$ cat src/rtl/alu_share_arbiter.sv
// alu_share_arbiter: shares one external combinational ALU between NUM_REQ requesters.
// Round-robin grant by default; define ALU_ARB_FIXED_PRIO_EN for fixed lowest-index priority.
//
// state | meaning
// IDLE  | arbitrating, req_ready offered to the winner
// EXEC  | operands on the ALU, result captured at end of cycle
// RESP  | response held on rsp_* until the granted requester accepts
module alu_share_arbiter #(
  parameter int WIDTH   = 32,
  parameter int NUM_REQ = 2
) (
  input  logic                     clk,
  input  logic                     rst,
  input  logic [NUM_REQ-1:0]       req_valid,
  output logic [NUM_REQ-1:0]       req_ready,
  input  logic [NUM_REQ*WIDTH-1:0] req_a,
  input  logic [NUM_REQ*WIDTH-1:0] req_b,
  input  logic [NUM_REQ*3-1:0]     req_op,
  output logic [WIDTH-1:0]         alu_a,
  output logic [WIDTH-1:0]         alu_b,
  output logic [2:0]               alu_cntrl,
  input  logic [WIDTH-1:0]         alu_result,
  input  logic                     alu_zero,
  input  logic                     alu_negative,
  input  logic                     alu_carry,
  input  logic                     alu_over_flow,
  output logic [NUM_REQ-1:0]       rsp_valid,
  input  logic [NUM_REQ-1:0]       rsp_ready,
  output logic [WIDTH-1:0]         rsp_result,
  output logic [3:0]               rsp_flags,
  output logic                     busy
);

  localparam int IDXW = (NUM_REQ > 1) ? $clog2(NUM_REQ) : 1;

  typedef enum logic [1:0] {IDLE, EXEC, RESP} state_t;

  state_t          state;
  logic [IDXW-1:0] gnt_q;
  logic [IDXW-1:0] gnt_idx;
  logic            gnt_found;

`ifdef ALU_ARB_FIXED_PRIO_EN
  // Descending scan so the lowest valid index is the last one written.
  always_comb begin
    gnt_found = 1'b0;
    gnt_idx   = '0;
    for (int i = NUM_REQ - 1; i >= 0; i--) begin
      if (req_valid[i]) begin
        gnt_found = 1'b1;
        gnt_idx   = IDXW'(i);
      end
    end
  end
`else
  logic [IDXW-1:0] ptr;
  logic [IDXW:0]   cand;

  // Search upward from the pointer with wrap-around; first hit wins.
  always_comb begin
    gnt_found = 1'b0;
    gnt_idx   = '0;
    cand      = '0;
    for (int i = 0; i < NUM_REQ; i++) begin
      cand = {1'b0, ptr} + (IDXW+1)'(i);
      if (cand >= (IDXW+1)'(NUM_REQ))
        cand = cand - (IDXW+1)'(NUM_REQ);
      if (!gnt_found && req_valid[cand[IDXW-1:0]]) begin
        gnt_found = 1'b1;
        gnt_idx   = cand[IDXW-1:0];
      end
    end
  end

  always_ff @(posedge clk or posedge rst) begin
    if (rst) begin
      ptr <= '0;
    end else if (state == RESP && rsp_ready[gnt_q]) begin
      ptr <= (gnt_q == IDXW'(NUM_REQ - 1)) ? '0 : gnt_q + 1'b1;
    end
  end
`endif

  always_comb begin
    req_ready = '0;
    if (state == IDLE && gnt_found)
      req_ready[gnt_idx] = 1'b1;
  end

  always_ff @(posedge clk or posedge rst) begin
    if (rst) begin
      state      <= IDLE;
      gnt_q      <= '0;
      alu_a      <= '0;
      alu_b      <= '0;
      alu_cntrl  <= '0;
      rsp_valid  <= '0;
      rsp_result <= '0;
      rsp_flags  <= '0;
      busy       <= 1'b0;
    end else begin
      case (state)
        IDLE: begin
          if (gnt_found) begin
            alu_a     <= req_a[gnt_idx*WIDTH +: WIDTH];
            alu_b     <= req_b[gnt_idx*WIDTH +: WIDTH];
            alu_cntrl <= req_op[gnt_idx*3 +: 3];
            gnt_q     <= gnt_idx;
            busy      <= 1'b1;
            state     <= EXEC;
          end
        end
        EXEC: begin
          rsp_result <= alu_result;
          rsp_flags  <= {alu_negative, alu_zero, alu_carry, alu_over_flow};
          rsp_valid  <= NUM_REQ'(1) << gnt_q;
          state      <= RESP;
        end
        RESP: begin
          if (rsp_ready[gnt_q]) begin
            rsp_valid <= '0;
            busy      <= 1'b0;
            state     <= IDLE;
          end
        end
        default: begin
          rsp_valid <= '0;
          busy      <= 1'b0;
          state     <= IDLE;
        end
      endcase
    end
  end

endmodule

$ cat config.mk
export PLATFORM = sky130hd
export DESIGN_NAME = alu_share_arbiter
export DESIGN_NICKNAME = d
export VERILOG_FILES = /design/src/rtl/alu_share_arbiter.sv
export SDC_FILE = /design/constraint.sdc
export NUM_CORES = 1
export LEC_CHECK = 0
export BUFFER_PORTS_ARGS = -buffer_cell sky130_fd_sc_hd__buf_4
export CORE_MARGIN = 1
export CORE_UTILIZATION = 30
export DETAILED_ROUTE_END_ITERATION = 10
export HOLD_SLACK_MARGIN = 0.06
export PLACE_DENSITY = 0.7
export SLEW_MARGIN = 20
export SYNTH_ARGS = -nofsm -noshare
export SYNTH_HDL_FRONTEND = slang
export SYNTH_SLANG_ARGS = --single-unit
$ cat constraint.sdc
create_clock -name clk -period 5.21 [get_ports clk]
set_clock_uncertainty 0.2 [all_clocks]
set_input_delay 0.2605 -clock clk [delete_from_list [all_inputs] [get_ports clk]]
set_output_delay 0.2605 -clock clk [all_outputs]
set_load 0.03 [all_outputs]
==> flow_metrics.env, run 1 <==
export IMPL_clkSinkCount=110
export IMPL_yosysTopAreaCellShare_pct=59.0
export IMPL_post_cts_buffers=0
export IMPL_place_gp_congestion=0.779
export IMPL_yosys_area_top_type="dfrtp_1"
export IMPL_synth_area_per_cell_um2=13.7
export IMPL_floorplan_initialDensity_pct=30.7
export IMPL_row_count=45
export IMPL_fp_dieW_um=127
export IMPL_synth_fp_nets=517
export IMPL_dieHeight_um=127
export IMPL_tool_error="[ERROR RSZ-0060] Max buffer count reached."
export IMPL_ys_seq_area_share_pct=59.0
export IMPL_ys_types=20
export IMPL_cts_buffers=9
export IMPL_hpwl_um=10100
export IMPL_port_buffers=283
export IMPL_status="aborted with a tool error"
export IMPL_syn_inst=341
export IMPL_clockBufferDepth=2
export IMPL_ys_ff_latch=110
export IMPL_failing_step="clock tree synthesis (4_1_cts)"
export IMPL_ctsHoldBuffers=162
export IMPL_yosysWarnings=0
export IMPL_io_pins=284
export IMPL_htreeDepth=3
export IMPL_cts_resized=0
export IMPL_synth_area_um2=4670
export IMPL_netlist_top_cells_area="dfrtp_1 (59%), a221o_1 (14%), o21a_1 (11%)"
export IMPL_root_buffer="clkbuf_16"
kinds of logic after synthesis:
kind of cell	synth area share, %
AOI/OAI and AO/OA	26.5
DFF	59.0
buffers and inverters	4.40
muxes	8.93
and+or+nand+nor	1.21
synthesized netlist by cell type:
cell type,count
dfrtp_1,110
a221o_1,67
o21a_1,67
mux2_2,37
clkbuf_1,15
buf_2,13
buf_6,5
inv_1,5
o21ai_0,4
nand2b_1,3
nor2_1,3
a32o_1,2
and3_1,2
nand2_1,2
a21o_1,1
a31oi_1,1
buf_1,1
clkbuf_2,1
o21bai_1,1
or2_1,1
metrics by stage:
stage	std cells	setup WS, ns	instance area [µm²]	hold WS, ns
3_3_place_gp	783	2.87	6900	0.188
2_1_floorplan	341	1.85	4670	0.205
3_5_place_dp	783	2.81	6900	0.202
==> run 2, diff against run 1 <==
--- a/config.mk
+++ b/config.mk
@@ -7,10 +7,9 @@
 export LEC_CHECK = 0
 export BUFFER_PORTS_ARGS = -buffer_cell sky130_fd_sc_hd__buf_4
 export CORE_MARGIN = 1
-export CORE_UTILIZATION = 30
+export CORE_UTILIZATION = 20
 export DETAILED_ROUTE_END_ITERATION = 10
-export HOLD_SLACK_MARGIN = 0.06
-export PLACE_DENSITY = 0.7
+export PLACE_DENSITY_LB_ADDON = 0.15
 export SLEW_MARGIN = 20
 export SYNTH_ARGS = -nofsm -noshare
 export SYNTH_HDL_FRONTEND = slang
==> run 2 against run 1 <==
Compared with the run above: synthesized area unchanged; the flow now finishes without violations; synthesized cell count is the same.
==> flow_metrics.env, run 2 <==
export IMPL_status="finished, final reports clean"
export IMPL_grt_usage_pct=14.4
export IMPL_arrival_ns=2.52
export IMPL_final_nets=952
export IMPL_end_kind="primary output"
export IMPL_cts_resized=0
export IMPL_placed_area_um2=7050
export IMPL_grt_pass1_wl_um=26800
export IMPL_synth_area_um2=4670
export IMPL_period_needed_ns=2.98
export IMPL_clockBufferDepth=2
export IMPL_die_area_um2=23900
export IMPL_netlist_top_cells_count="dfrtp_1 (110), a221o_1 (67), o21a_1 (67)"
export IMPL_clk_pin_slew_ns=0.08
export IMPL_htreeDepth=3
export IMPL_hold_ws_ns=0.0548
export IMPL_place_gp_congestion=0.706
export IMPL_ys_types=20
export IMPL_cts_buffers=9
export IMPL_row_count=55
export IMPL_drt_iter0_drc=195
export IMPL_ir_worst_vdd_v=0.000238
export IMPL_p_leak_uw=0.00425
export IMPL_maxSlewHeadroom_pct=30.0
export IMPL_top_regs="alu_a: 32 flops, alu_b: 32 flops, rsp_result: 32 flops"
export IMPL_synth_most_common_cell="dfrtp_1"
export IMPL_vias=4758
export IMPL_n_antenna_cell=0
export IMPL_rsz0062_at_grt="false"
export IMPL_synth_edf_count=0
export IMPL_mostFrequentLayoutCell="buf_4"
export IMPL_drv_cap=0
export IMPL_final_area_um2=9060
export IMPL_setup_violations=0
export IMPL_routed_wl_um=17200
export IMPL_floorplan_initialDensity_pct=20.5
export IMPL_antenna_found_initial=0
export IMPL_yosys_area_top_type="dfrtp_1"
export IMPL_ys_seq_area_share_pct=59.0
export IMPL_hold_viol=0
export IMPL_io_pins=284
export IMPL_fp_dieW_um=155
export IMPL_netlist_top_cells_area="dfrtp_1 (59%), a221o_1 (14%), o21a_1 (11%)"
export IMPL_cts_tree="done"
export IMPL_yosysWarnings=0
export IMPL_grt_max_degree=69
export IMPL_drv_slew=0
export IMPL_drc_errors=0
export IMPL_drive_gt1_share_pct=44.4
export IMPL_hp_class="input pin to register"
export IMPL_synth_ff_type="dfrtp_1"
export IMPL_first_global_vias=5208
export IMPL_ant_nets=0
export IMPL_hpwl_um=11000
export IMPL_final_cell_mix="buf_4 (288), dlygate4sd3_1 (171), dfrtp_1 (110)"
export IMPL_tightestPinTransition_ns=1.05
export IMPL_fin_cells=1094
export IMPL_power_density_nw_per_um2=612
export IMPL_port_buffers=283
export IMPL_clock_fmax_mhz=336
export IMPL_synth_fp_nets=517
export IMPL_clkSinkCount=110
export IMPL_yosysTopAreaCellShare_pct=59.0
export IMPL_synth_area_per_cell_um2=13.7
export IMPL_syn_to_final_growth_pct=94.2
export IMPL_dr_pass1_iters=4
export IMPL_wl_per_cell_um=15.8
export IMPL_worstPathRequired_ns=4.75
export IMPL_clk_latency_ns=0.35
export IMPL_root_buffer="clkbuf_16"
export IMPL_fillers=2231
export IMPL_viasPerCell=4.35
export IMPL_core_area_um2=22800
export IMPL_postSynth_asyncResetShare_pct=100
export IMPL_fin_crit_sh_pct=57.2
export IMPL_cp_max_fo=47
export IMPL_dp_cells=907
export IMPL_dieHeight_um=155
export IMPL_setup_tns_ns=0
export IMPL_ys_ff_latch=110
export IMPL_worstSetupPathType="register to primary output"
export IMPL_syn_inst=341
export IMPL_startpoint_type="register"
export IMPL_overflow=0
## run 2: logic make-up (layout without fill, tap and decap cells)
family | count (synthesis) | in the layout | share of synthesized area (%)
compound gates | 143 | 143 | 26.5
flops | 110 | 110 | 59.0
buf+inv | 40 | 480 | 4.40
mux | 37 | 37 | 8.93
simple gates | 11 | 11 | 1.21
## run 2: what timing repair did
item / in CTS / in global routing
endpoints found under the hold margin: 167 / 0
hold buffers: 171 / 0
buffers inserted: 0 / 0
setup endpoints to repair: 0 / 0
## run 2: path summary, 6_finish.rpt
kind	slack [ns]	to	startpoint	cells past startpoint
setup / recovery	2.23	req_ready[1]	state[0]	4
hold / removal	0.05	ptr	rsp_ready[1]	4
setup reg to reg	2.24	alu_a[13]	state[0]	5
hold reg to reg	0.29	busy	busy	1
max in group asynchronous	3.22	alu_b[7]	rst	4
min in group asynchronous	0.44	rsp_result[19]	rst	3
## run 2: critical path: stages, from the launching register on
cell	delay (ns)
dfrtp_1	0.43
nor2_1	0.14
and3_2	0.90
buf_4	0.44
buf_4	0.23
## run 2: metal layers
metal / wire [µm] / GRT usage (%) / up-vias
li1: - / - / 2195
met1: 7470 / 17.4 / 2340
met2: 8330 / 24.9 / 205
met3: 1120 / 3.78 / 18
met4: 305 / 4.62 / 0
met5: 0 / 0 / -
## run 2: cell type report
cell class	instances	area, µm²	share of cell area, %
sequential	110	2750	30.4
timing repair buffer	459	3870	42.8
inverter	5	21.3	0.235
clock buffer	9	225	2.49
multi-input combinational	191	1720	19.0
clock inverter	7	75.1	0.829
tap	313	392	4.32
## run 2: metrics by stage
step	util (%)	power (µW)	setup WS, ns
6_report	39.8	5550	2.23
5_1_grt	39.8	5880	2.02
4_1_cts	39.8	5580	2.20
3_5_place_dp	30.9	4330	2.60
3_3_place_gp	30.9	4300	2.61
2_1_floorplan	-	3320	1.85
## run 2: report_power, final
group	leakage, µW	switching [µW]	internal [µW]
sequential	0.00133	251	1280
combinational	0.00277	1670	1640
clock	0.000148	363	342
Note: power is estimated with default switching activity, not from simulation.
==> run 3, diff against run 2 <==
==> constraint.sdc (replaced) <==
create_clock -name clk -period 2.8 [get_ports clk]
set_clock_uncertainty 0.2 [all_clocks]
set_input_delay 0.14 -clock clk [delete_from_list [all_inputs] [get_ports clk]]
set_output_delay 0.14 -clock clk [all_outputs]
set_load 0.03 [all_outputs]
==> run 3 against run 2 <==
Compared with the run above: via count up 0.55%; core utilization grew 0.41 points; combinational power rose by 88%; routed wire length fell by 2.5%; largest power group unchanged; final cell count grew 0.73%; final area is 1.0% higher; critical endpoint is now alu_a[15].
==> flow_metrics.env, run 3 (synthesis gave the netlist of run 2 again) <==
export IMPL_cts_resized=0
export IMPL_reg2reg_depth=5
export IMPL_clockBufferDepth=2
export IMPL_hpwl_um=10900
export IMPL_drv_cap=0
export IMPL_r2r_setup_slack_ns=0.1
export IMPL_arrival_ns=2.73
export IMPL_layout_setup_ws_ns=0.0981
export IMPL_slowest_delay_ns=0.58
export IMPL_cp_max_fo=38
export IMPL_power_density_nw_per_um2=1130
export IMPL_grt_usage_pct=14.0
export IMPL_clock_fmax_mhz=370
export IMPL_setup_violations=0
export IMPL_routed_top_layer="met4"
export IMPL_pre_cts_ws_ns=0.660
export IMPL_clk_latency_ns=0.34
export IMPL_cts_tree="done"
export IMPL_worstPathRequired_ns=2.83
export IMPL_hold_viol=0
export IMPL_place_gp_congestion=0.730
export IMPL_first_global_vias=5170
export IMPL_top_regs="alu_a: 32 flops, alu_b: 32 flops, rsp_result: 32 flops"
export IMPL_overflow=0
export IMPL_period_needed_ns=2.70
export IMPL_maxSlewHeadroom_pct=52.4
export IMPL_cp_slowest_cell="or2_2"
export IMPL_dp_cells=911
export IMPL_r2r_start="state[0]"
export IMPL_ctsHoldBuffers=174
export IMPL_port_buffers=283
export IMPL_wl_met3_um=943
export IMPL_end_kind="register"
export IMPL_post_cts_buffers=0
export IMPL_drc_errors=0
export IMPL_ant_nets=0
export IMPL_clk_pin_slew_ns=0.07
export IMPL_tightestPinTransition_ns=0.714
export IMPL_vias=4784
export IMPL_io_pins=284
export IMPL_fin_crit_sh_pct=96.5
export IMPL_floorplan_initialDensity_pct=20.5
export IMPL_multi_input_area_um2=1720
export IMPL_fp_dieW_um=155
export IMPL_cp_cell_sequence="or2_2 -> buf_12 -> o21a_1 -> a221o_1 -> dlygate4sd3_1"
export IMPL_hold_ws_ns=0.296
export IMPL_ir_worst_vdd_v=0.000455
export IMPL_final_cell_mix="buf_4 (289), dlygate4sd3_1 (174), dfrtp_1 (110)"
export IMPL_drv_slew=0
export IMPL_dieHeight_um=155
export IMPL_core_area_um2=22800
export IMPL_wl_per_cell_um=15.2
export IMPL_rsz0062_at_grt="false"
export IMPL_root_buffer="clkbuf_16"
export IMPL_cts_buffers=9
export IMPL_routed_wl_um=16800
export IMPL_crit_path_end="alu_a[15]"
export IMPL_hp_class="input pin to register"
export IMPL_ff_latch_area_um2=2750
export IMPL_worstSetupPathType="register to register"
export IMPL_final_nets=959
export IMPL_drive_gt1_share_pct=44.5
export IMPL_fin_cells=1102
export IMPL_p_leak_uw=0.00428
export IMPL_status="finished, final reports clean"
export IMPL_antenna_found_initial=1
export IMPL_fillers=2213
export IMPL_clkSinkCount=110
export IMPL_startpoint_type="register"
export IMPL_met1Wirelength_um=7040
export IMPL_die_area_um2=23900
export IMPL_syn_to_final_growth_pct=96.2
export IMPL_viasPerCell=4.34
export IMPL_dr_pass1_iters=4
export IMPL_row_count=55
export IMPL_drt_iter0_drc=165
export IMPL_timing_rr_end="alu_a[15]"
export IMPL_htreeDepth=3
export IMPL_mostFrequentLayoutCell="buf_4"
export IMPL_grt_pass1_wl_um=26200
export IMPL_grt_max_degree=111
export IMPL_setup_tns_ns=0
export IMPL_startpoint="state[0]"
export IMPL_dr_wl_met2_um=8460
-- run 3: cell count changes in the layout (fill, tap and decap cells not counted), moves of 2 or more --
cell and change:
buf_12 +3, dlygate4sd3_1 +3, clkinv_4 +3, inv_6 -2
-- run 3: cell type report --
| cell class | count | share of cell area [%] |
|---|---|---|
| Antenna cell | 1 | 0.0273 |
| Clock buffer | 9 | 2.46 |
| Clock inverter | 7 | 0.738 |
| Inverter | 5 | 0.246 |
| Multi-Input combinational cell | 191 | 18.8 |
| Sequential cell | 110 | 30.1 |
| Tap cell | 313 | 4.28 |
| Timing Repair Buffer | 466 | 43.4 |
-- run 3: how the worst min path moves through the flow --
stage                         from        endpoint  slack, ns  depth (start not counted)
CTS                   req_valid[0]        state[0]       0.30                          4
global route        rsp_result[31]  rsp_result[31]       0.33                          1
finish                req_valid[0]        state[0]       0.30                          4
global placement         req_a[15]       alu_a[15]       0.17                          2
floorplan                req_a[10]       alu_a[10]       0.08                          1
detailed placement       req_b[11]       alu_b[11]       0.17                          2
-- run 3: power by group --
| group | total [µW] | internal [µW] | switching, µW | leakage [µW] |
|---|---|---|---|---|
| Clock | 1280 | 626 | 650 | 0.000145 |
| Combinational | 6220 | 3120 | 3100 | 0.00281 |
| Sequential | 2840 | 2380 | 461 | 0.00133 |
-- run 3: worst max-delay path: cells and delay by family, from the launching register on --
kind | cells | cell delay, ns
buffers and inverters | 2 | 0.87
flip-flops | 1 | 0.43
AO/OA/AOI/OAI | 2 | 0.46
AND/OR/NAND/NOR | 1 | 0.58
-- run 3: layer usage --
layer  track usage (%)  vias up
met5                 0        -
met4              5.56        0
met3              3.05       25
met2              25.5      187
met1              15.8     2357
li1                  -     2215
-- run 3: through the flow --
step | utilization (%) | power [µW] | instance area, µm²
after detailed placement | 31.2 | 8110 | 7120
after floorplan | - | 6190 | 4670
after CTS | 40.2 | 10400 | 9150
final | 40.2 | 10300 | 9150
after global placement | 31.2 | 8050 | 7120
after global routing | 40.2 | 11000 | 9150
==> run 4, diff against run 3 <==
--- a/config.mk
+++ b/config.mk
@@ -10,6 +10,7 @@
 export CORE_UTILIZATION = 20
 export DETAILED_ROUTE_END_ITERATION = 10
 export PLACE_DENSITY_LB_ADDON = 0.15
+export SETUP_SLACK_MARGIN = 0.2
 export SLEW_MARGIN = 20
 export SYNTH_ARGS = -nofsm -noshare
 export SYNTH_HDL_FRONTEND = slang
==> run 4 against run 3 <==
Compared with the run above: final area is the same; power shrank 4.4%; maximum frequency grew 9.2%; worst hold slack lost 0.0036 ns; setup slack gained 0.23 ns; via count is essentially flat; non-clock buffer count is the same; largest power group unchanged; largest cell class unchanged.
==> flow_metrics.env, run 4 (synthesis gave the netlist of run 2 again) <==
export IMPL_hpwl_um=10900
export IMPL_met1Wirelength_um=7000
export IMPL_floorplan_initialDensity_pct=20.5
export IMPL_rsz0062_at_grt="false"
export IMPL_clock_fmax_mhz=404
export IMPL_crit_path_end="alu_a[13]"
export IMPL_startpoint="ptr"
export IMPL_first_global_vias=5157
export IMPL_cts_buffers=9
export IMPL_drt_iter0_drc=182
export IMPL_clk_pin_slew_ns=0.08
export IMPL_grt_pass1_wl_um=26700
export IMPL_reg2reg_depth=5
export IMPL_htreeDepth=3
export IMPL_routed_top_layer="met4"
export IMPL_clk_latency_ns=0.35
export IMPL_p_leak_uw=0.00425
export IMPL_ant_nets=0
export IMPL_io_pins=284
export IMPL_worstPathRequired_ns=2.84
export IMPL_maxSlewHeadroom_pct=53.7
export IMPL_core_area_um2=22800
export IMPL_fin_crit_sh_pct=88.4
export IMPL_final_cell_mix="buf_4 (289), dlygate4sd3_1 (174), dfrtp_1 (110)"
export IMPL_drive_gt1_share_pct=44.5
export IMPL_cts_resized=0
export IMPL_root_buffer="clkbuf_16"
export IMPL_clockBufferDepth=2
export IMPL_final_nets=959
export IMPL_dr_wl_met2_um=8640
export IMPL_hold_viol=0
export IMPL_dieHeight_um=155
export IMPL_wl_per_cell_um=15.4
export IMPL_period_needed_ns=2.47
export IMPL_overflow=0
export IMPL_ir_worst_vdd_v=0.000482
export IMPL_r2r_setup_slack_ns=0.33
export IMPL_final_util_pct=40.2
export IMPL_status="finished, final reports clean"
export IMPL_setup_tns_ns=0
export IMPL_row_count=55
export IMPL_setup_violations=0
export IMPL_holdPathStages=4
export IMPL_dr_pass1_iters=4
export IMPL_drc_errors=0
export IMPL_viasPerCell=4.34
export IMPL_syn_to_final_growth_pct=96.2
export IMPL_fp_dieW_um=155
export IMPL_grt_max_degree=111
export IMPL_routed_wl_um=16900
export IMPL_startpoint_type="register"
export IMPL_vias=4788
export IMPL_cp_max_fo=21
export IMPL_cts_tree="done"
export IMPL_wl_met3_um=943
export IMPL_hp_class="input pin to register"
export IMPL_end_kind="register"
export IMPL_timing_rr_end="alu_a[13]"
export IMPL_worstSetupPathType="register to register"
export IMPL_drv_cap=0
export IMPL_clkSinkCount=110
export IMPL_port_buffers=283
export IMPL_top_regs="alu_a: 32 flops, alu_b: 32 flops, rsp_result: 32 flops"
export IMPL_power_density_nw_per_um2=1080
export IMPL_finalPower_uw=9880
export IMPL_place_gp_congestion=0.730
export IMPL_grt_usage_pct=14.2
export IMPL_drv_slew=0
export IMPL_mostFrequentLayoutCell="buf_4"
export IMPL_antenna_found_initial=1
export IMPL_r2r_start="ptr"
export IMPL_arrival_ns=2.51
export IMPL_die_area_um2=23900
export IMPL_tightestPinTransition_ns=0.695
==> run 4: cell counts in the layout (fill, tap and decap cells not counted) <==
Identical to the previous run, type by type.
==> run 4: stage by stage <==
step | setup WS, ns | hold WS [ns] | area, µm² | instances
2_1_floorplan | 1.02 | 0.0849 | 4670 | 341
3_3_place_gp | 0.710 | 0.169 | 7120 | 911
3_5_place_dp | 0.660 | 0.174 | 7120 | 911
4_1_cts | 0.322 | 0.302 | 9150 | 1101
5_1_grt | 0.239 | 0.329 | 9150 | 1102
6_report | 0.326 | 0.293 | 9150 | 1102
==> run 4: layout make-up <==
cell class | count | area, µm²
fill | 2199 | 13600
timing repair buffer | 466 | 3970
sequential | 110 | 2750
multi-input combinational | 191 | 1720
tap | 313 | 392
clock buffer | 9 | 225
clock inverter | 7 | 67.6
inverter | 5 | 22.5
antenna | 1 | 2.50
==> run 4: power breakdown <==
group	leakage [µW]	total [µW]	internal (µW)	switching (µW)
sequential	0.00133	2840	2380	458
combinational	0.00278	5770	2740	3030
clock	0.000145	1270	626	648
total	0.00425	9880	5750	4130
==> run 4: layer usage <==
metal	track usage (%)	vias up
li1	-	2216
met1	16.0	2354
met2	25.9	192
met3	3.19	26
met4	5.56	0
met5	0	-
==> run 4: worst min path at each step <==
stage                   startpoint             end  slack, ns
floorplan                req_a[10]       alu_a[10]       0.08
global placement         req_a[15]       alu_a[15]       0.17
detailed placement       req_b[11]       alu_b[11]       0.17
CTS                   req_valid[0]        state[0]       0.30
global route        rsp_result[31]  rsp_result[31]       0.33
finish                req_valid[0]        state[0]       0.29
==> run 4: timing repair <==
action	in CTS	in global routing
hold endpoints to repair	215	0
hold buffers	174	0
setup buffers	0	0
==> run 4: critical path: stages, from the launching register on <==
cell and delay, ns:
dfrtp_1 0.42, nand2b_1 0.15, and3_2 0.39, buf_4 0.28
a221o_1 0.36, dlygate4sd3_1 0.57
